`config.mk`:
```
export PLATFORM = sky130hd
export DESIGN_NAME = cc_register_flat
export DESIGN_NICKNAME = d
export VERILOG_FILES = /design/src/rtl/cc_register_pkg.sv /design/src/rtl/cc_register_if.sv /design/src/rtl/cc_flag_gen.sv /design/src/rtl/cc_register.sv /design/src/flat_wrapper.sv
export SDC_FILE = /design/constraint.sdc
export NUM_CORES = 1
export LEC_CHECK = 0
export BUFFER_PORTS_ARGS = -buffer_cell sky130_fd_sc_hd__buf_4
export CORE_AREA = 10 10 74 76
export CTS_CLUSTER_SIZE = 10
export DETAILED_ROUTE_END_ITERATION = 16
export DIE_AREA = 0 0 84 86
export PLACE_DENSITY = 0.64
export SYNTH_ARGS = -nofsm -noshare
export SYNTH_HDL_FRONTEND = slang
export SYNTH_SLANG_ARGS = --single-unit
```
`constraint.sdc`:
```
create_clock -name clk -period 3.2 [get_ports clk]
set_input_delay 0 -clock clk [delete_from_list [all_inputs] [get_ports clk]]
set_output_delay 0 -clock clk [all_outputs]
set_load 0.005 [all_outputs]
```
`src/rtl/cc_register_pkg.sv`:
```
// Shared definitions for the condition-code producer: widths, icodes, ALU functions,
// CC bit positions, reset value and FSM encodings.
package cc_register_pkg;

  localparam int DATA_WID = 64;

  localparam logic [3:0] ICODE_OP    = 4'h6;
  localparam logic [3:0] ICODE_PUSHQ = 4'hA;

  typedef enum logic [1:0] {
    ALU_ADD = 2'd0,
    ALU_SUB = 2'd1,
    ALU_AND = 2'd2,
    ALU_XOR = 2'd3
  } alu_fun_e;

  localparam int CC_ZF = 0;
  localparam int CC_SF = 1;
  localparam int CC_OF = 2;

  localparam logic [3:0] CC_RESET = 4'b0001;

  typedef enum logic {
    CC_RUN    = 1'b0,
    CC_FROZEN = 1'b1
  } cc_state_e;

  // Place the three flags at their CC bit positions; the spare bit stays 0.
  function automatic logic [3:0] cc_pack(input logic zf, input logic sf, input logic of);
    logic [3:0] cc;
    cc        = 4'b0000;
    cc[CC_ZF] = zf;
    cc[CC_SF] = sf;
    cc[CC_OF] = of;
    return cc;
  endfunction

endpackage

```
`src/rtl/cc_register_if.sv`:
```
// Execute-stage to CC-register bundle: ALU operands/result, write qualifiers and the
// registered condition codes returned to the condition evaluator.
interface cc_register_if #(
  parameter int DATA_WID = cc_register_pkg::DATA_WID
);

  logic                e_valid;
  logic [3:0]          e_icode;
  logic [1:0]          e_alufun;
  logic [DATA_WID-1:0] aluA;
  logic [DATA_WID-1:0] aluB;
  logic [DATA_WID-1:0] valE;
  logic                stall;
  logic                m_exc;
  logic                w_exc;
  logic [3:0]          CC;
  logic                cc_upd;
  logic                frozen;

  modport master (
    output e_valid, e_icode, e_alufun, aluA, aluB, valE, stall, m_exc, w_exc,
    input  CC, cc_upd, frozen
  );

  modport slave (
    input  e_valid, e_icode, e_alufun, aluA, aluB, valE, stall, m_exc, w_exc,
    output CC, cc_upd, frozen
  );

endinterface

```
`src/rtl/cc_flag_gen.sv`:
```
// Combinational ZF/SF/OF generation from ALU operand signs, result and function select.
// Only operand sign bits matter for overflow, so only those are taken as inputs.
module cc_flag_gen
  import cc_register_pkg::*;
#(
  parameter int DATA_WID = cc_register_pkg::DATA_WID
) (
  input  logic                a_sign,
  input  logic                b_sign,
  input  logic [DATA_WID-1:0] valE,
  input  logic [1:0]          alufun,
  output logic [3:0]          flags
);

  logic zf_s;
  logic sf_s;
  logic of_s;

  // Flag derivation; subtract is B - A so overflow compares the result against B's sign.
  always_comb begin
    zf_s = (valE == {DATA_WID{1'b0}});
    sf_s = valE[DATA_WID-1];
    of_s = 1'b0;
    case (alu_fun_e'(alufun))
      ALU_ADD: of_s = (a_sign == b_sign) & (valE[DATA_WID-1] != a_sign);
      ALU_SUB: of_s = (a_sign != b_sign) & (valE[DATA_WID-1] != b_sign);
      ALU_AND: of_s = 1'b0;
      ALU_XOR: of_s = 1'b0;
      default: of_s = 1'b0;
    endcase
    flags = cc_pack(zf_s, sf_s, of_s);
  end

endmodule

```
`src/rtl/cc_register.sv`:
```
// Condition-code register: flag generation, write qualification, CC flop and a
// RUN/FROZEN FSM that locks CC once an exception reaches memory or writeback.
module cc_register #(
  parameter int         DATA_WID = cc_register_pkg::DATA_WID,
  parameter logic [3:0] CC_RESET = cc_register_pkg::CC_RESET
) (
  input logic         clk,
  input logic         rst,
  cc_register_if.slave cc_bus
);

  import cc_register_pkg::*;

  cc_state_e  state_r;
  cc_state_e  state_nxt_s;
  logic       exc_s;
  logic       we_s;
  logic [3:0] flags_s;
  logic [3:0] cc_r;
  logic       cc_upd_r;
  logic       frozen_r;

  cc_flag_gen #(
    .DATA_WID (DATA_WID)
  ) u_flag_gen (
    .a_sign (cc_bus.aluA[DATA_WID-1]),
    .b_sign (cc_bus.aluB[DATA_WID-1]),
    .valE   (cc_bus.valE),
    .alufun (cc_bus.e_alufun),
    .flags  (flags_s)
  );

  // Write enable and next-state; an exception blocks the write on the same edge it freezes.
  always_comb begin
    exc_s       = cc_bus.m_exc | cc_bus.w_exc;
    we_s        = (state_r == CC_RUN) & cc_bus.e_valid & (cc_bus.e_icode == ICODE_OP)
                  & ~cc_bus.stall & ~exc_s;
    state_nxt_s = state_r;
    case (state_r)
      CC_RUN: begin
        if (exc_s) begin
          state_nxt_s = CC_FROZEN;
        end else begin
          state_nxt_s = CC_RUN;
        end
      end
      CC_FROZEN: state_nxt_s = CC_FROZEN;
      default:   state_nxt_s = CC_FROZEN;
    endcase
  end

  // State, CC and status flops; reset overrides any freeze or concurrent write.
  always_ff @(posedge clk) begin
    if (rst) begin
      state_r  <= CC_RUN;
      cc_r     <= CC_RESET;
      cc_upd_r <= 1'b0;
      frozen_r <= 1'b0;
    end else begin
      state_r  <= state_nxt_s;
      frozen_r <= (state_nxt_s == CC_FROZEN);
      cc_upd_r <= we_s;
      if (we_s) begin
        cc_r <= flags_s;
      end
    end
  end

  assign cc_bus.CC     = cc_r;
  assign cc_bus.cc_upd = cc_upd_r;
  assign cc_bus.frozen = frozen_r;

endmodule

```
`src/flat_wrapper.sv`:
```
// flat-port wrapper written by rule: the top's interface ports become plain ports
module cc_register_flat import cc_register_pkg::*;
#(
  parameter int         DATA_WID = cc_register_pkg::DATA_WID,
  parameter logic [3:0] CC_RESET = cc_register_pkg::CC_RESET
)
  (clk, rst, cc_bus_e_valid, cc_bus_e_icode, cc_bus_e_alufun, cc_bus_aluA, cc_bus_aluB, cc_bus_valE, cc_bus_stall, cc_bus_m_exc, cc_bus_w_exc, cc_bus_CC, cc_bus_cc_upd, cc_bus_frozen);
  cc_register_if #(.DATA_WID(DATA_WID)) cc_bus_i ();
  input logic clk;
  input logic rst;
  input wire logic [$bits(cc_bus_i.e_valid)-1:0] cc_bus_e_valid;
  input wire logic [$bits(cc_bus_i.e_icode)-1:0] cc_bus_e_icode;
  input wire logic [$bits(cc_bus_i.e_alufun)-1:0] cc_bus_e_alufun;
  input wire logic [$bits(cc_bus_i.aluA)-1:0] cc_bus_aluA;
  input wire logic [$bits(cc_bus_i.aluB)-1:0] cc_bus_aluB;
  input wire logic [$bits(cc_bus_i.valE)-1:0] cc_bus_valE;
  input wire logic [$bits(cc_bus_i.stall)-1:0] cc_bus_stall;
  input wire logic [$bits(cc_bus_i.m_exc)-1:0] cc_bus_m_exc;
  input wire logic [$bits(cc_bus_i.w_exc)-1:0] cc_bus_w_exc;
  output wire logic [$bits(cc_bus_i.CC)-1:0] cc_bus_CC;
  output wire logic [$bits(cc_bus_i.cc_upd)-1:0] cc_bus_cc_upd;
  output wire logic [$bits(cc_bus_i.frozen)-1:0] cc_bus_frozen;
  assign cc_bus_i.e_valid = cc_bus_e_valid;
  assign cc_bus_i.e_icode = cc_bus_e_icode;
  assign cc_bus_i.e_alufun = cc_bus_e_alufun;
  assign cc_bus_i.aluA = cc_bus_aluA;
  assign cc_bus_i.aluB = cc_bus_aluB;
  assign cc_bus_i.valE = cc_bus_valE;
  assign cc_bus_i.stall = cc_bus_stall;
  assign cc_bus_i.m_exc = cc_bus_m_exc;
  assign cc_bus_i.w_exc = cc_bus_w_exc;
  assign cc_bus_CC = cc_bus_i.CC;
  assign cc_bus_cc_upd = cc_bus_i.cc_upd;
  assign cc_bus_frozen = cc_bus_i.frozen;
  cc_register #(.DATA_WID(DATA_WID), .CC_RESET(CC_RESET)) u_core (.clk(clk), .rst(rst), .cc_bus(cc_bus_i));
endmodule
```
==> metrics, run 1 <==
Layout Nets=336; global placement routability congestion=0.689; Starting Density=0.0948; combinational share of power=0.325; Pint=216 uW; Tot GR Track Use=0.0764; CTS clk-pin slew, worst paths=30 ps; critical path peak fanout=5; Netlist cell types=21; Layout area overhead=193%; minimum clock period=1280 ps; Critical-path top delay cell=or3_1; Initial DRT Pass Iterations=1; Worst setup EP type=register; Net Switching=52.0 uW; Multi-input gate area=265 um^2; clock buffer count from CTS=3; WP depth=4; Worst Skew=3.08 ps; Max Cap Violations=0; final WL=2.88 mm; CTS tree=yes; Die Ht=86 um; Residual DRC=0; Vias per Instance=4.10; commonest non-fill, non-tap cell in the layout=buf_4; crit path kind=register to register; WL per Instance=15.9 um; Tcrit/Tclk final=0.401; PortBufs=82; Setup Fix Bufs, Post-CTS=0; Post-Syn Nets=249; Final Hold Viols=0; Hold Path Class=input port to register; Final setup violation count=0; largest net degree at the start of global routing=6; Num Clock Sinks=5; worst r2r path cells=4; max-slew violation count=0; Startpoint Class=register; Die W=84 um; # diodes=0; hpwl dp=2.75 mm; post-route cell area=1100 um^2; root buf cell=clkbuf_8; number of nets with antenna violations after routing=0; fraction of layout cells with a size suffix above 1=0.672; FF/Latch Area=100 um^2; most frequent cells in the layout=82 x buf_4, 16 x nor4_1, 5 x dfxtp_1; first-pass GRT wire length=4.42 mm; row cnt=23; fmax=0.779 GHz; sequential cell fraction of total power=0.241; vias in the first global route=893; Iter 0 DRT Violations=0; core footprint=3970 um^2; arrival time at the worst endpoint=1440 ps; clock power share=0.434; peak supply drop=93.9 uV; via count=743; RSZ-0062 raised after global routing=no; Worst EP required=3360 ps; Cell Area, Synth=377 um^2; initial antenna violation count=0; Worst path max stage delay=390 ps; Placed Area=1050 um^2; status=finished, final reports clean; CP Cell Sequence=nor3_4 -> nand3_2 -> or3_1 -> a21oi_2; Ports=210; Yosys reg bits=5; setup tns final=0 ps; worst skew pair latency=220 ps; Mean Syn Cell Area=8.37 um^2; hold depth=3; Die ar.=7220 um^2; clk buf depth=2; cells after synthesis=45; CP delay by family, top=simple AND/OR/NAND/NOR gates; Leakage=0.000521 uW; synth warn=0; sequential share of the synthesized area=0.266; Fill cells=470; Power Dens Cells=243 nW/um^2; gr ovfl total=0; switching share of total power=0.194; CTS H-tree lvls=1; WP buf/inv=0
-- power groups by stage --
stage | registers, uW | clock network (uW) | logic (uW)
after floorplan | 65.6 | 0 | 11.0
after global placement | 65.4 | 0 | 86.1
after detailed placement | 65.5 | 0 | 87.4
after CTS | 64.6 | 119 | 88.5
after global routing | 64.6 | 123 | 95.4
final | 64.6 | 116 | 87.1
-- cell usage after synthesis --
master | count | area share
xor2_1 | 1 | 0.023
nand2_1 | 1 | 0.010
nor2b_1 | 2 | 0.033
or3_1 | 1 | 0.017
a21oi_2 | 1 | 0.023
nor3_4 | 1 | 0.043
nor4_1 | 16 | 0.27
and2b_1 | 1 | 0.020
and4b_1 | 1 | 0.027
inv_1 | 1 | 0.010
nand4_1 | 4 | 0.066
a221o_1 | 1 | 0.027
dfxtp_1 | 5 | 0.27
and4bb_1 | 1 | 0.033
conb_1 | 1 | 0.010
a211oi_1 | 1 | 0.020
buf_4 | 1 | 0.020
nand3_2 | 1 | 0.027
nor2_1 | 2 | 0.020
nor3_1 | 1 | 0.013
mux2i_1 | 1 | 0.027
-- repair_timing --
item	4_1_cts	5_1_grt
resized for setup	0	0
hold buffers	1	0
hold endpoints to repair	4	0
setup endpoints to repair	0	0
-- worst reg2reg max path, stage by stage, from the launching register on --
cell and delay (ps):
dfxtp_1 320, nor3_4 230, nand3_2 150, or3_1 390, a21oi_2 130
-- kinds of logic after synthesis --
logic type	Yosys count	share of synthesized area
DFF	5	0.266
xor gates and xnor gates	1	0.0233
muxes	1	0.0266
other	1	0.00996
buffers and inverters	2	0.0299
AOI/OAI and AO/OA	3	0.0698
and+or+nand+nor	32	0.575
-- per-stage QoR --
step / power, uW / utilization / instances / setup WS [ps] / hold slack, ps
finish: 268 / 0.278 / 181 / 1920 / 13.6
global route: 283 / 0.278 / 181 / 1840 / 37.9
CTS: 272 / 0.278 / 181 / 1900 / 14.1
detailed placement: 153 / 0.264 / 176 / 1780 / 206
global placement: 152 / 0.264 / 176 / 1760 / 201
floorplan: 76.6 / - / 45 / 2000 / 62.4
-- worst paths after layout --
| kind | slack [ps] | start | endpoint |
|---|---|---|---|
| max | 1920 | u_core.state_r | u_core.cc_bus.CC[2] |
| min | 10 | cc_bus_m_exc | u_core.state_r |
| max reg2reg | 1920 | u_core.state_r | u_core.cc_bus.CC[2] |
| min reg2reg | 450 | u_core.cc_bus.CC[1] | u_core.cc_bus.CC[1] |
-- metal layers --
metal,up-vias,GRT usage,share of wire,wire [um]
li1,357,-,-,-
met1,302,0.0911,0.45,1290
met2,79,0.0885,0.31,881
met3,5,0.0776,0.23,666
met4,0,0.0228,0.012,34
met5,-,0,0,0
-- registers in the layout, indices dropped and copies added, names as in the netlist --
signal                count
u_core.state_r            1
u_core.cc_bus.CC          3
u_core.cc_bus.cc_upd      1
-- cell type report --
| type | count | area share |
|---|---|---|
| well taps | 50 | 0.0568 |
| inverters | 1 | 0.00341 |
| repair buffers | 83 | 0.568 |
| clock buffers | 4 | 0.0409 |
| multi-input cells | 38 | 0.241 |
| flip-flops and latches | 5 | 0.0908 |
(Power assumes the default switching activity.)
==> run 2: changes to the inputs <==
--- a/config.mk
+++ b/config.mk
@@ -6,11 +6,11 @@
 export NUM_CORES = 1
 export LEC_CHECK = 0
 export BUFFER_PORTS_ARGS = -buffer_cell sky130_fd_sc_hd__buf_4
-export CORE_AREA = 10 10 74 76
+export CORE_AREA = 10 10 73 75
 export CTS_CLUSTER_SIZE = 10
 export DETAILED_ROUTE_END_ITERATION = 16
-export DIE_AREA = 0 0 84 86
-export PLACE_DENSITY = 0.64
+export DIE_AREA = 0 0 83 85
+export PLACE_DENSITY = 0.66
 export SYNTH_ARGS = -nofsm -noshare
 export SYNTH_HDL_FRONTEND = slang
 export SYNTH_SLANG_ARGS = --single-unit
==> constraint.sdc (replaced) <==
create_clock -name clk -period 1.3 [get_ports clk]
set_input_delay 0 -clock clk [delete_from_list [all_inputs] [get_ports clk]]
set_output_delay 0 -clock clk [all_outputs]
set_load 0.005 [all_outputs]
==> run 2 against run 1 <==
Register-to-register slack worse by 1800 ps. Critical path depth did not move. Clock-buffer cell count did not move. First-iteration DRC count unchanged. Routed wire length is 1.3% lower. Clock skew rose by 0.71 ps. Via count is 1.5% higher. Flip-flop and latch count did not move. Clock power up 140%.
==> metrics, run 2 (synthesis gave the netlist of run 1 again) <==
status=finished, final reports clean; clk buf depth=2 (unchanged); hpwl dp=2.72 mm (-1.2%); number of nets with antenna violations after routing=0 (unchanged); Tot GR Track Use=0.0773 (+0.000866); Num Clock Sinks=5 (unchanged); max reg flops=3 (unchanged); Starting Density=0.0962 (+0.00139); Leakage=0.000552 uW (+6.0%); hold depth=3 (unchanged); Layout Nets=342 (+1.8%); Vias per Instance=4.03 (-1.8%); core footprint=3910 um^2 (-1.4%); Iter 0 DRT Violations=0 (unchanged); CTS H-tree lvls=1 (unchanged); most frequent cells in the layout=88 x buf_4, 16 x nor4_1, 5 x dfxtp_1; Power Dens Cells=577 nW/um^2 (+140%); RSZ-0062 raised after global routing=no; Setup Fix Bufs, Post-CTS=0 (unchanged); Worst setup EP type=register; root buf cell=clkbuf_8; final WL=2.84 mm (-1.3%); gr ovfl total=0 (unchanged); vias in the first global route=889 (-0.45%); PortBufs=82 (unchanged); Max Cap Violations=0 (unchanged); WL per Instance=15.2 um (-4.5%); Layout area overhead=205%; CTS tree=yes; Die ar.=7060 um^2 (-2.3%); largest net degree at the start of global routing=6 (unchanged); crit path kind=register to register; minimum clock period=1160 ps (-119 ps); Startpoint Class=register; clock buffer count from CTS=3 (unchanged); peak supply drop=281 uV (+200%); Residual DRC=0 (unchanged); # diodes=0 (unchanged); DP Cell Count=182 (+3.4%); max-slew violation count=0 (unchanged); Overall Power=662 uW (+150%); global placement routability congestion=0.667 (-3.1%); Ports=210 (unchanged); Hold Path Class=input port to register; row cnt=23 (unchanged); first-pass GRT wire length=4.46 mm (+0.93%); Die Ht=85 um (-1.2%); fmax=0.859 GHz (+10%); Final Hold Viols=0 (unchanged); Worst EP required=1450 ps (-1910 ps); Tcrit/Tclk final=0.896 (+0.495); worst r2r path cells=4 (unchanged); Worst Skew=3.79 ps (+0.706 ps); Final setup violation count=0 (unchanged); commonest non-fill, non-tap cell in the layout=buf_4; critical path peak fanout=3 (-2); Non-Filler Instances=187 (+3.3%); Die W=83 um (-1.2%); fraction of layout cells with a size suffix above 1=0.686 (+0.0144); CTS clk-pin slew, worst paths=40 ps (about the same); Initial DRT Pass Iterations=1 (unchanged); initial antenna violation count=0 (unchanged); worst skew pair latency=220 ps (about the same); arrival time at the worst endpoint=1320 ps (-120 ps); via count=754 (+1.5%)
[run 2: changes by cell type in the layout (fill, tap and decap cells not counted), sizes merged]
cell,change
buf,+6
[run 2: repair_timing]
| item | 4_1_cts | 5_1_grt |
|---|---|---|
| endpoints found under the setup margin | 0 | 1 |
| gates resized for setup | 0 | 0 |
| hold buffers | 1 | 0 |
| hold endpoints to repair | 4 | 0 |
[run 2: cell type report]
class / count / area [um^2]
timing repair buffer: 89 / 671
inverter: 1 / 3.75
fill: 456 / 2770
multi-input combinational: 38 / 265
clock buffer: 4 / 45.0
sequential: 5 / 100
tap: 50 / 62.6
[run 2: path summary, 6_finish.rpt]
| check | from | to | slack [ps] |
|---|---|---|---|
| max | u_core.state_r | u_core.cc_bus.CC[2] | 140 |
| min | cc_bus_m_exc | u_core.state_r | 20 |
| max reg2reg | u_core.state_r | u_core.cc_bus.CC[2] | 140 |
| min reg2reg | u_core.cc_bus.CC[1] | u_core.cc_bus.CC[1] | 450 |
[run 2: metal layers]
layer  wire length [um]  part of all wire  global-route usage
met1               1210              0.43              0.0886
met2                976              0.34              0.0983
met3                635              0.22              0.0755
met4                 17            0.0060              0.0186
met5                  0                 0                   0
[run 2: worst max-delay path, stage by stage (launching register included)]
cell and delay (ps):
dfxtp_1 320, nor3_4 160, nand3_2 110, or3_1 370
a21oi_2 130
[run 2: power breakdown]
group	switching (uW)	internal (uW)
clock network	73.2	210
registers	2.28	157
logic	51.0	169
[run 2: metrics by stage]
stage / setup TNS, ps / hold WS, ps / setup WS [ps] / instance area [um^2] / util
3_3_place_gp: -120 / 199 / -120 / 1090 / 0.279
3_5_place_dp: -117 / 199 / -117 / 1090 / 0.279
5_1_grt: 0 / 40.4 / 60.6 / 1150 / 0.293
6_report: 0 / 16.6 / 135 / 1150 / 0.293
2_1_floorplan: 0 / 62.4 / 96.4 / 377 / -
4_1_cts: 0 / 12.1 / 53.9 / 1150 / 0.293
==> run 3: changes to the inputs <==
--- a/config.mk
+++ b/config.mk
@@ -6,10 +6,10 @@
 export NUM_CORES = 1
 export LEC_CHECK = 0
 export BUFFER_PORTS_ARGS = -buffer_cell sky130_fd_sc_hd__buf_4
-export CORE_AREA = 10 10 73 75
+export CORE_AREA = 10 10 74 76
 export CTS_CLUSTER_SIZE = 10
 export DETAILED_ROUTE_END_ITERATION = 16
-export DIE_AREA = 0 0 83 85
+export DIE_AREA = 0 0 84 86
 export PLACE_DENSITY = 0.66
 export SYNTH_ARGS = -nofsm -noshare
 export SYNTH_HDL_FRONTEND = slang
==> constraint.sdc (replaced) <==
create_clock -name clk -period 1.4 [get_ports clk]
set_input_delay 0 -clock clk [delete_from_list [all_inputs] [get_ports clk]]
set_output_delay 0 -clock clk [all_outputs]
set_load 0.005 [all_outputs]
==> run 3 against run 2 <==
First-iteration DRC count up 7. Clock power shrank 5%. Die area up 2.4%. Flip-flop and latch count did not move. Sequential share of layout area grew 0.12 points. Hold slack worse by 2.9 ps. Routed wire length rose by 8.6%. Critical path type unchanged. Highest routed layer unchanged.
==> metrics, run 3 (synthesis gave the netlist of run 1 again) <==
root buf cell=clkbuf_8; # diodes=0 (unchanged); Layout Nets=340 (-0.58%); switching share of total power=0.200 (+0.00878); Hold Path Class=input port to register; Power Dens Cells=549 nW/um^2 (-5.0%); Die Ht=86 um (+1.2%); fin util=0.285 (-0.00803); Tot GR Track Use=0.0846 (+0.00728); number of nets with antenna violations after routing=0 (unchanged); Reg2Reg Launch Point=u_core.state_r; Max Cap Violations=0 (unchanged); grt met2 use=0.112 (+0.0139); setup tns final=0 ps (unchanged); Worst Skew=2.82 ps (-0.965 ps); initial antenna violation count=0 (unchanged); Residual DRC=0 (unchanged); Fill cells=449 (-1.5%); WL per Instance=16.7 um (+9.8%); Die ar.=7220 um^2 (+2.4%); Non-Filler Instances=185 (-1.1%); FF-to-FF End=u_core.cc_bus.CC[2]; sequential cell fraction of total power=0.238 (-0.002); Layout area overhead=201%; critical path peak fanout=5 (+2); row cnt=23 (unchanged); clock power share=0.432 (+0.004); fraction of layout cells with a size suffix above 1=0.681 (-0.00465); FF/Latch Area=100 um^2 (unchanged); global placement routability congestion=0.701 (+5.1%); minimum clock period=1290 ps (+126 ps); worst r2r path cells=4 (unchanged); final WL=3.08 mm (+8.6%); PortBufs=82 (unchanged); post-route cell area=1130 um^2 (-1.3%); arrival time at the worst endpoint=1450 ps (+130 ps); Critical path origin=u_core.state_r; Pint=497 uW (-7.2%); Worst setup EP type=register; gr busiest metal=met2; worst skew pair latency=220 ps (about the same); max reg flops=3 (unchanged); Net Switching=124 uW (-1.9%); vias in the first global route=935 (+5.2%); combinational share of power=0.330 (-0.002); clock buffer count from CTS=3 (unchanged); met3 Use GR=0.0634 (-0.0121); CTS H-tree lvls=1 (unchanged); Worst EP required=1560 ps (+110 ps); fmax=0.775 GHz (-9.7%); peak supply drop=161 uV (-43%); Initial DRT Pass Iterations=3 (+2); commonest non-fill, non-tap cell in the layout=buf_4; core footprint=3970 um^2 (+1.5%); hold path startpoint=cc_bus_m_exc; max-slew violation count=0 (unchanged); DP Cell Count=180 (-1.1%); Vias per Instance=4.16 (+3.2%); most frequent cells in the layout=86 x buf_4, 16 x nor4_1, 5 x dfxtp_1; Final setup violation count=0 (unchanged); Endpoint, Worst Hold=u_core.state_r; CTS tree=yes; Placed Area=1080 um^2 (-1.4%); Setup Fix Bufs, Post-CTS=0 (unchanged); Tcrit/Tclk final=0.922 (+0.0258); met1 usage in global routing=0.100 (+0.0116); clk buf depth=2 (unchanged); Startpoint Class=register; RSZ-0062 raised after global routing=no; Leakage=0.000542 uW (-1.8%); Num Clock Sinks=5 (unchanged); status=finished, final reports clean; hold depth=3 (unchanged); largest net degree at the start of global routing=6 (unchanged); gr ovfl total=0 (unchanged); Final Hold Viols=0 (unchanged); first-pass GRT wire length=4.78 mm (+7.3%); reg2reg setup slack=110 ps (-30 ps); Die W=84 um (+1.2%); Iter 0 DRT Violations=7 (+7); Ports=210 (unchanged); Multi-input gate area=265 um^2 (unchanged); via count=770 (+2.1%); Starting Density=0.0948 (-0.00139); CTS clk-pin slew, worst paths=30 ps (about the same); crit path kind=register to register
-- run 3: changes by cell type in the layout (fill, tap and decap cells not counted) --
cell   previous run  this run
buf_4            88        86
-- run 3: what timing repair did --
item | in CTS | in global routing
gates resized for setup | 0 | 0
hold endpoints to repair | 4 | 0
hold buffers | 1 | 0
-- run 3: critical path: stages (launching register included) --
cell	delay (ps)
dfxtp_1	320
nor3_4	230
nand3_2	150
or3_1	390
a21oi_2	130
-- run 3: per-layer routing --
layer / part of all wire / vias up
met5: 0 / -
met4: 0.011 / 0
met3: 0.19 / 4
met2: 0.35 / 82
met1: 0.45 / 319
li1: - / 365
-- run 3: area by class of cell --
class	instances	area share
Inverter	1	0.00331
Timing Repair Buffer	87	0.579
Clock buffer	4	0.0398
Sequential cell	5	0.0884
Tap cell	50	0.0552
Multi-Input combinational cell	38	0.234
-- run 3: power groups by stage --
stage	sequential (uW)	combinational (uW)	clock (uW)
after floorplan	150	25.1	0
after global placement	150	202	0
after detailed placement	150	206	0
after CTS	148	209	277
after global routing	148	224	283
final	148	205	268
-- run 3: per-stage QoR --
step	hold WS [ps]	power (uW)	setup slack (ps)
2_1_floorplan	62.4	175	196
3_3_place_gp	201	352	-6.04
3_5_place_dp	202	356	-90.0
4_1_cts	14.3	634	102
5_1_grt	35.8	654	33.0
6_report	13.7	621	110
-- run 3: worst max-delay path by stage --
stage                          endpoint
floorplan           u_core.cc_bus.CC[2]
global placement    u_core.cc_bus.CC[0]
detailed placement  u_core.cc_bus.CC[0]
CTS                 u_core.cc_bus.CC[2]
global route        u_core.cc_bus.CC[0]
finish              u_core.cc_bus.CC[2]
